==> src/rtl/sa_adc_uart_tx.sv <==
// sa_adc_uart_tx: frames SAR ADC samples into self-synchronising packets and
// sends them out as 8N1 UART. byte0 = {1, s[13:7]}, byte1 = {0, s[6:0]}.
// A one-deep holding buffer takes a sample that arrives while a frame is in
// flight. Further samples are dropped, and a saturating counter counts them.
// Optional build macro SA_ADC_UART_CHECKSUM_EN appends a third byte,
// {0, byte0[6:0] ^ byte1[6:0]}, to every frame.
module sa_adc_uart_tx #(
  parameter int CLKS_PER_BIT = 312,
  parameter int DATA_W       = 14
) (
  input  logic              clk_i,
  input  logic              reset_i,
  input  logic [DATA_W-1:0] sample_i,
  input  logic              sample_vld_i,
  output logic              tx_o,
  output logic              busy_o,
  output logic              frame_done_o,
  output logic [7:0]        drop_cnt_o
);

  localparam int CNT_W = $clog2(CLKS_PER_BIT);
  localparam logic [CNT_W-1:0] BAUD_LAST = CNT_W'(CLKS_PER_BIT - 1);
`ifdef SA_ADC_UART_CHECKSUM_EN
  localparam logic [1:0] LAST_BYTE = 2'd2;
`else
  localparam logic [1:0] LAST_BYTE = 2'd1;
`endif

  typedef enum logic [1:0] {
    ST_IDLE  = 2'd0,
    ST_START = 2'd1,
    ST_DATA  = 2'd2,
    ST_STOP  = 2'd3
  } state_e;

  // Zero-extend a sample on the MSB side to the 14-bit frame payload.
  function automatic logic [13:0] zext(input logic [DATA_W-1:0] d);
    return 14'(d);
  endfunction

`ifdef SA_ADC_UART_CHECKSUM_EN
  // 7-bit XOR checksum over the payload halves carried by byte0 and byte1.
  function automatic logic [6:0] checksum7(input logic [13:0] s);
    return s[13:7] ^ s[6:0];
  endfunction
`endif

  // Select byte idx of the packet built from payload s.
  function automatic logic [7:0] frame_byte(input logic [13:0] s, input logic [1:0] idx);
    logic [7:0] b;
    case (idx)
      2'd0:    b = {1'b1, s[13:7]};
      2'd1:    b = {1'b0, s[6:0]};
`ifdef SA_ADC_UART_CHECKSUM_EN
      2'd2:    b = {1'b0, checksum7(s)};
`endif
      default: b = 8'hFF;
    endcase
    return b;
  endfunction

  state_e            state_r, state_nxt_s;
  logic [CNT_W-1:0]  baud_r, baud_nxt_s;
  logic [2:0]        bit_r, bit_nxt_s;
  logic [1:0]        byte_r, byte_nxt_s;
  logic [13:0]       frame_r, frame_nxt_s;
  logic [13:0]       hold_r, hold_nxt_s;
  logic              hold_vld_r, hold_vld_nxt_s;
  logic [7:0]        drop_r, drop_nxt_s;
  logic              tx_r, tx_nxt_s;
  logic              busy_r, busy_nxt_s;
  logic              done_r, done_nxt_s;
  logic              baud_end_s;
  logic              consume_s;
  logic [13:0]       sample_ext_s;
  logic [7:0]        byte_val_s;

  assign sample_ext_s = zext(sample_i);
  assign baud_end_s   = (baud_r == BAUD_LAST);
  // Last cycle of the final stop bit: the holding buffer may be drained here.
  assign consume_s    = (state_r == ST_STOP) && baud_end_s && (byte_r == LAST_BYTE);

  // Frame sequencing: bit timing, byte stepping and frame chaining.
  always_comb begin
    state_nxt_s = state_r;
    baud_nxt_s  = baud_r;
    bit_nxt_s   = bit_r;
    byte_nxt_s  = byte_r;
    frame_nxt_s = frame_r;
    case (state_r)
      ST_IDLE: begin
        if (sample_vld_i) begin
          frame_nxt_s = sample_ext_s;
          state_nxt_s = ST_START;
          baud_nxt_s  = '0;
          bit_nxt_s   = 3'd0;
          byte_nxt_s  = 2'd0;
        end else begin
          state_nxt_s = ST_IDLE;
        end
      end
      ST_START: begin
        if (baud_end_s) begin
          state_nxt_s = ST_DATA;
          baud_nxt_s  = '0;
          bit_nxt_s   = 3'd0;
        end else begin
          baud_nxt_s  = baud_r + CNT_W'(1);
        end
      end
      ST_DATA: begin
        if (baud_end_s) begin
          baud_nxt_s = '0;
          if (bit_r == 3'd7) begin
            state_nxt_s = ST_STOP;
          end else begin
            bit_nxt_s = bit_r + 3'd1;
          end
        end else begin
          baud_nxt_s = baud_r + CNT_W'(1);
        end
      end
      ST_STOP: begin
        if (baud_end_s) begin
          baud_nxt_s = '0;
          bit_nxt_s  = 3'd0;
          if (byte_r != LAST_BYTE) begin
            byte_nxt_s  = byte_r + 2'd1;
            state_nxt_s = ST_START;
          end else if (hold_vld_r) begin
            // Chain the held sample with no idle bit in between.
            frame_nxt_s = hold_r;
            byte_nxt_s  = 2'd0;
            state_nxt_s = ST_START;
          end else if (sample_vld_i) begin
            // Holding is empty: a sample on the closing cycle starts directly.
            frame_nxt_s = sample_ext_s;
            byte_nxt_s  = 2'd0;
            state_nxt_s = ST_START;
          end else begin
            state_nxt_s = ST_IDLE;
          end
        end else begin
          baud_nxt_s = baud_r + CNT_W'(1);
        end
      end
      default: begin
        state_nxt_s = ST_IDLE;
        baud_nxt_s  = '0;
        bit_nxt_s   = 3'd0;
        byte_nxt_s  = 2'd0;
      end
    endcase
  end

  // Sample acceptance while busy: fill the holding buffer, or count a drop.
  always_comb begin
    hold_nxt_s     = hold_r;
    hold_vld_nxt_s = hold_vld_r;
    drop_nxt_s     = drop_r;
    if (consume_s && hold_vld_r) begin
      hold_vld_nxt_s = 1'b0;
    end else begin
      hold_vld_nxt_s = hold_vld_r;
    end
    if ((state_r != ST_IDLE) && sample_vld_i) begin
      if (consume_s) begin
        if (hold_vld_r) begin
          hold_nxt_s     = sample_ext_s;
          hold_vld_nxt_s = 1'b1;
        end else begin
          hold_nxt_s = hold_r;
        end
      end else if (!hold_vld_r) begin
        hold_nxt_s     = sample_ext_s;
        hold_vld_nxt_s = 1'b1;
      end else if (drop_r != 8'hFF) begin
        drop_nxt_s = drop_r + 8'd1;
      end else begin
        drop_nxt_s = drop_r;
      end
    end else begin
      hold_nxt_s = hold_r;
    end
  end

  // Next output values, derived from the next state so that the outputs are registered.
  always_comb begin
    byte_val_s = frame_byte(frame_nxt_s, byte_nxt_s);
    tx_nxt_s   = 1'b1;
    case (state_nxt_s)
      ST_START: tx_nxt_s = 1'b0;
      ST_DATA:  tx_nxt_s = byte_val_s[bit_nxt_s];
      default:  tx_nxt_s = 1'b1;
    endcase
    busy_nxt_s = (state_nxt_s != ST_IDLE);
    done_nxt_s = (state_nxt_s == ST_STOP) && (byte_nxt_s == LAST_BYTE) &&
                 (baud_nxt_s == BAUD_LAST);
  end

  // State and output registers with synchronous active-high reset.
  always_ff @(posedge clk_i) begin
    if (reset_i) begin
      state_r    <= ST_IDLE;
      baud_r     <= '0;
      bit_r      <= 3'd0;
      byte_r     <= 2'd0;
      frame_r    <= 14'd0;
      hold_r     <= 14'd0;
      hold_vld_r <= 1'b0;
      drop_r     <= 8'd0;
      tx_r       <= 1'b1;
      busy_r     <= 1'b0;
      done_r     <= 1'b0;
    end else begin
      state_r    <= state_nxt_s;
      baud_r     <= baud_nxt_s;
      bit_r      <= bit_nxt_s;
      byte_r     <= byte_nxt_s;
      frame_r    <= frame_nxt_s;
      hold_r     <= hold_nxt_s;
      hold_vld_r <= hold_vld_nxt_s;
      drop_r     <= drop_nxt_s;
      tx_r       <= tx_nxt_s;
      busy_r     <= busy_nxt_s;
      done_r     <= done_nxt_s;
    end
  end

  assign tx_o         = tx_r;
  assign busy_o       = busy_r;
  assign frame_done_o = done_r;
  assign drop_cnt_o   = drop_r;

endmodule

==> config.mk <==
export PLATFORM = sky130hd
export DESIGN_NAME = sa_adc_uart_tx
export DESIGN_NICKNAME = d
export VERILOG_FILES = /design/src/rtl/sa_adc_uart_tx.sv
export SDC_FILE = /design/constraint.sdc
export NUM_CORES = 1
export LEC_CHECK = 0
export CELL_PAD_IN_SITES_DETAIL_PLACEMENT = 1
export CELL_PAD_IN_SITES_GLOBAL_PLACEMENT = 1
export CORE_MARGIN = 4
export CORE_UTILIZATION = 47
export CTS_BUF_LIST = sky130_fd_sc_hd__clkbuf_16
export DETAILED_ROUTE_END_ITERATION = 16
export PLACE_DENSITY = 0.83
export REMOVE_ABC_BUFFERS = 1
export SETUP_SLACK_MARGIN = 0.1
export SLEW_MARGIN = 20
export SYNTH_ARGS = -nofsm -noshare
export SYNTH_HDL_FRONTEND = slang
export SYNTH_SLANG_ARGS = --single-unit
==> constraint.sdc <==
create_clock -name clk_i -period 3.8 [get_ports clk_i]
set_input_delay 0.95 -clock clk_i [delete_from_list [all_inputs] [get_ports clk_i]]
set_output_delay 0.95 -clock clk_i [all_outputs]
set_load 0.1 [all_outputs]
### Yosys cells after proc, flatten, opt, wreduce, memory -nomap -nowiden

Cells that the tools add are included.

| storage, ports and cells | value |
|---|---|
| register bits | 56 |
| bits of input ports | 17 |
| output and inout bits | 11 |
| word-level logic and storage cells | 84 |

| operators by class | value |
|---|---|
| add/subtract/negate cells | 4 |
| $lt $le $gt $ge | 1 |
| equality and inequality tests | 15 |
| multiplexer cells | 38 |
| bitwise logic cells | 1 |
| reduce and logical (&&, ||, !) cells | 14 |

Operators by type and width:

| kind | count |
|---|---|
| 14-bit 2-to-1 mux | 7 |
| 14-bit case mux with 2 select lines | 1 |
| 9-bit equality test, second input constant | 2 |
| 9-bit 2-to-1 mux | 2 |
| 9-bit case mux with 2 select lines | 1 |
| 2-bit 2-to-1 mux | 8 |
| 8-bit case mux with 2 select lines | 1 |
| 3-bit 2-to-1 mux | 4 |
| 9-bit by 1-bit adder with 9-bit output, second input constant | 1 |
| 1-bit 2-to-1 mux | 9 |
| 3-bit case mux with 3 select lines | 1 |
| 8-bit by 1-bit adder with 8-bit output, second input constant | 1 |
| 2-bit by 1-bit equality test with 1-bit output, second input constant | 4 |
| 2-bit equality test, second input constant | 4 |
| 8-bit != test, second input constant | 1 |
| 2-bit case mux with 4 select lines | 1 |
| 1-bit logical AND | 6 |
| 2-bit zero test | 2 |
| 3-bit by 4-bit less-than comparator with 1-bit output, second input constant | 1 |
| 2-bit by 1-bit != test with 1-bit output, second input constant | 2 |
| 2-bit case mux with 2 select lines | 1 |
| 4-bit AND reduction | 1 |
| 2-bit nonzero test | 2 |
| 3-bit by 1-bit adder with 3-bit output, second input constant | 1 |
| other kinds (9) | 9 |

### Longest topological paths before layout

| logic depth | value |
|---|---|
| word-level depth | 10 |
| depth in mapped cells | 11 |
| mapped depth without buffers | 10 |

### Worst setup path after synthesis

OpenSTA, ideal clock, no wires.

| path | value |
|---|---|
| path type | input-to-reg |
| from | input sample_vld_i |
| to | register tx_r, in the netlist tx_o |
| library setup time | 0.064 ns |
| arrival time | 2.541 ns |
| required time | 3.736 ns |
| path slack | 1.195 ns |
| stages | 7 |
| buffers on the path | 0 |
| path through | or4b_1 -> o31a_1 -> o211ai_4 -> nor2_2 -> o21ai_1 -> or4b_1 -> nand4_1 |

| on the way | value |
|---|---|
| longest elaborated chain between the ends | 10 |
| elaborated cells on any way between the ends | 25 |
| those cells by class | eq/ne: 3; mux: 21; reduce/logical: 1 |

Ends and longest elaborated chain:

| element | RTL line | RTL |
|---|---|---|
| start: declaration | 14 | `input logic sample_vld_i,` |
| 2-bit 2-to-1 mux | 92, 135 |  |
| 2-bit 2-to-1 mux | 130 | `end else if (hold_vld_r) begin` |
| 2-bit 2-to-1 mux | 127 | `if (byte_r != LAST_BYTE) begin` |
| 2-bit 2-to-1 mux | 124 | `if (baud_end_s) begin` |
| 2-bit case mux with 2 select lines | 90 | `case (state_r)` |
| 2-bit by 1-bit equality test with 1-bit output / 2-bit zero test (equally long branches) | 51 | `case (idx)` |
| 8-bit case mux with 2 select lines | 51 |  |
| 1-bit binary-select mux with 3-bit select | 193 | `ST_DATA: tx_nxt_s = byte_val_s[bit_nxt_s];` |
| 1-bit 2-to-1 mux (not written as such) | 193 |  |
| 1-bit case mux with 2 select lines * | 191 | `case (state_nxt_s)` |
| end signal: assignment | 224 | `tx_r <= tx_nxt_s;` |
| end: declaration | 70 | `logic tx_r, tx_nxt_s;` |

Mark *: on every way between the ends. The rest lies on a longest branch, timed or not. The select of a mux whose other input is x is not followed.
A chain may end at the register's enable or synchronous reset.

### Final worst setup path

| path | value |
|---|---|
| from | input sample_vld_i |
| to | register drop_r[5], in the netlist drop_cnt_o[5] |

| on the way | value |
|---|---|
| longest elaborated chain between the ends | 2 |

Ends and longest elaborated chain:

| element | RTL line | RTL |
|---|---|---|
| 1-bit logical AND | 166 | `if ((state_r != ST_IDLE) && sample_vld_i) begin` |
| 4-bit AND reduction (no line) | - |  |
| end signal: assignment | 223 | `drop_r <= drop_nxt_s;` |
| end: declaration | 69 | `logic [7:0] drop_r, drop_nxt_s;` |

No other way between the ends.

==> impl_results.md <==
* Number of violations of the max-capacitance limit at 0
* 1st-iter DRT viols at 191
* Number of search-and-repair iterations in the first detailed-routing pass at 4
* Routed via count at 3189
* Arithmetic-cell share of the synthesized area counting full adders, half adders and majority gates at 3.37%
* Cell Area, Synth at 3340 um2
* Launch point of the critical path: sample_vld_i
* Endpoint required time on the critical path at 4.01 ns
* Number of enable-type register cells in the synthesized netlist at 0
* Leading cell type in the layout, fill and taps excluded: nand2_1
* Worst EP arrival at 3.32 ns
* DP Area at 3660 um2
* IO Count at 28
* Post-detailed-route wirelength per cell at 18.9 um
* Setup TNS at 0 ns
* Shortest period the worst path allows at 3.11 ns
* FF+latch count, synth at 56
* Core Footprint at between 6000 and 7000 um2
* Simple-Gate Fraction of Synth Area at 29.3%
* Relative slew slack at 32.2%
* Gates resized, CTS repair at 0
* Initial cell density of the core at 48.7%
* Largest family of logic cells by synthesized area: simple AND/OR/NAND/NOR gates
* Internal power consumption at around 990 uW
* Residual antenna-violating net count after detailed routing at 0
* Proportion of power drawn by combinational gates at 15.1%
* Switching share of total power at 26.8%
* Post-CTS setup buffer count at 0
* Most frequent cells in the layout: nand2_1, dfxtp_1, nor2_1, a21oi_1, clkdlybuf4s50_1
* Mux cell area share after synthesis at under 10%
* Yosys warning count at 0
* Hold-fix buffers at CTS at 0
* Min-delay src: hold_r[5]$_SDFFE_PP0P_
* Total of buffers placed on input and output ports at 27
* Type of element capturing the critical path: flip-flop
* Number of standard cells after synthesis at 423
* Final setup violation count at 0
* Class of the tightest hold or removal check: reg -> reg
* Total congestion overflow at 0
* Origin of the critical flop-to-flop path: state_r[0]$_SDFF_PP0_
* H-tree Lvls at 2
* Number of buffers created by CTS at 5
* Max Transition Viols Final at 0
* Share of layout cells above drive strength 1 at 5.91%
* Number of clock sinks at 56
* Fraction of power consumed by sequential logic at between 40 and 50%
* Unrepaired setup endpoints after global routing: false
* Total routing usage reported by global routing at 24.9%
* Power spent charging and discharging nets at 364 uW
* Num rows at 30
* Post-CTS clock slew at the launch and capture registers of the worst setup and hold paths at 0.07 ns
* Clk Tree Root Cell: clkbuf_16
* Worst-case clock buffer depth at 2
* Drt via density at slightly below 6
* Worst Max-Slew Pin Slew at between 1 and 1.5 ns
* Top fanout value on the critical path at 36
* Maximum clock frequency at 322 MHz
* Number of distinct library cells after synthesis at 70
* P_leak at 0.00143 uW
* Total Die Area at ~8500 um2
* Tcrit/Tclk final at between 80% and 90%
* FFs w/ async S/R, synth at 0%
* Post-synth top area cell: dfxtp_1
* Routed WL at 10.2 mm
* Clock latency on the worst-skew pair at ~0.30 ns
* Number of hold violations in the final report at 0
* Sequential element share of the synthesized area at about a third
* Status: completed
* Placer's final routability congestion estimate at between 0.8 and 0.9
* Critical path class: in -> reg
* Layout Utilization at between 50% and 60%
* Total DRC errors in the routed layout at 0
* Synth-to-layout area growth at 14.3%
* Chip height at 92.4 um
* Power per Cell Area at 355 nW/um2
* Leading post-synthesis cells by cell area: dfxtp_1, nand2_1, a21oi_1, nor2_1, nor2b_1
* Avg Cell Area, Syn at about 8 um2
* DPL Wire Length at 7.04 mm
* Fraction of post-synthesis cell area in the top cell type by area at between 30% and 40%
* Main synth FF type: dfxtp_1
* Area fraction in compound gates after synthesis at between 20% and 30%
* Maximum number of pins on one net before global-route repair at 55
* Proportion of power drawn by the clock network at 39.0%
* Global-route wire length before repair at about 17 mm
* Kind of launch point of the worst setup path: input pin
* Antenna violations before repair at 0
* Fin area at 3820 um2
* Horiz. Die Dim at 92.4 um
* Clock tree from TritonCTS: built
* Worst ir drop on vdd at 0.242 mV
* Area share of xor/xnor cells in the synthesized design at 2.10%
* Vias in the first global route at 3381
* Setup Skew at 0.00682 ns
* # nets final at 465
* Ant diodes at 0
power groups by stage:
stage / combinational (uW) / clock [uW] / sequential (uW)
global route: 225 / 564 / 625
global placement: 197 / 0 / 634
CTS: 204 / 538 / 622
finish: 205 / 530 / 622
detailed placement: 201 / 0 / 635
floorplan: 108 / 0 / 644
metrics by stage:
| step | worst slack, ns | hold WS (ns) | instances | power (uW) |
|---|---|---|---|---|
| floorplan | 1.20 | 0.430 | 400 | 752 |
| global placement | 0.501 | 0.443 | 528 | 830 |
| CTS | 0.679 | 0.462 | 536 | 1360 |
| global route | 0.535 | 0.487 | 536 | 1410 |
| detailed placement | 0.382 | 0.452 | 528 | 837 |
| finish | 0.690 | 0.460 | 536 | 1360 |
final timing paths:
path,end,slack (ns),cells after the start
worst min-delay path,hold_r[5]$_SDFFE_PP0P_,0.46,2
worst max-delay path,drop_cnt_o[5]$_SDFFE_PP0P_,0.69,7
worst max register to register,tx_o$_SDFF_PP1_,0.73,9
worst min register to register,hold_r[5]$_SDFFE_PP0P_,0.46,2
cells in the mapped netlist, types with 2 or more instances:
cell type,instances
and3_1,6
or4_1,2
o211ai_1,3
nor2b_1,22
nand3_1,13
or4b_1,2
nor2_1,38
a211oi_1,5
xor2_1,6
a221o_1,8
buf_4,3
clkbuf_1,14
nand4_1,6
o21ai_0,15
a21oi_1,38
o21a_1,2
or3_1,2
dfxtp_1,56
nand2_1,63
ha_1,9
mux2i_1,10
nor2_2,2
a22oi_1,4
nand3b_1,9
buf_2,4
a222oi_1,2
mux2_2,2
nand2b_1,11
o2111ai_1,3
nor3_1,2
o21ai_1,2
inv_1,10
xnor2_1,2
a31oi_1,11
worst max-delay path, stage by stage:
cell             delay [ns]
clkdlybuf4s50_1        0.61
buf_4                  0.38
nor2b_1                0.32
o211a_1                0.29
nand4_1                0.22
or3_1                  0.38
a21oi_1                0.17
registers in the layout, indices dropped and copies added, names as in the netlist:
signal        flops
frame_done_o      1
baud_r            9
state_r           2
hold_vld_r        1
hold_r           14
drop_cnt_o        8
busy_o            1
frame_r          14
byte_r            2
bit_r             3
tx_o              1
cells by family (layout without fill, tap and decap cells):
family / count (synthesis) / in the layout
buffers and inverters: 33 / 50
adders and majority gates: 9 / 9
and+or+nand+nor: 191 / 191
muxes: 12 / 12
DFF: 56 / 56
AOI/OAI and AO/OA: 114 / 114
xor gates and xnor gates: 8 / 8
layout make-up:
class	count	area, um2
fillers	859	3050
multi-input cells	334	2080
flip-flops and latches	56	1120
repair buffers	32	303
clock buffers	5	125
well taps	96	120
clock inverters	3	38.8
inverters	10	37.5
routing by layer:
layer	GRT usage (%)	routed length (um)
met1	32.9	4620
met4	5.20	76
met3	3.90	405
met5	0	0
met2	43.0	5050
Note: power is estimated with default switching activity, not from simulation.
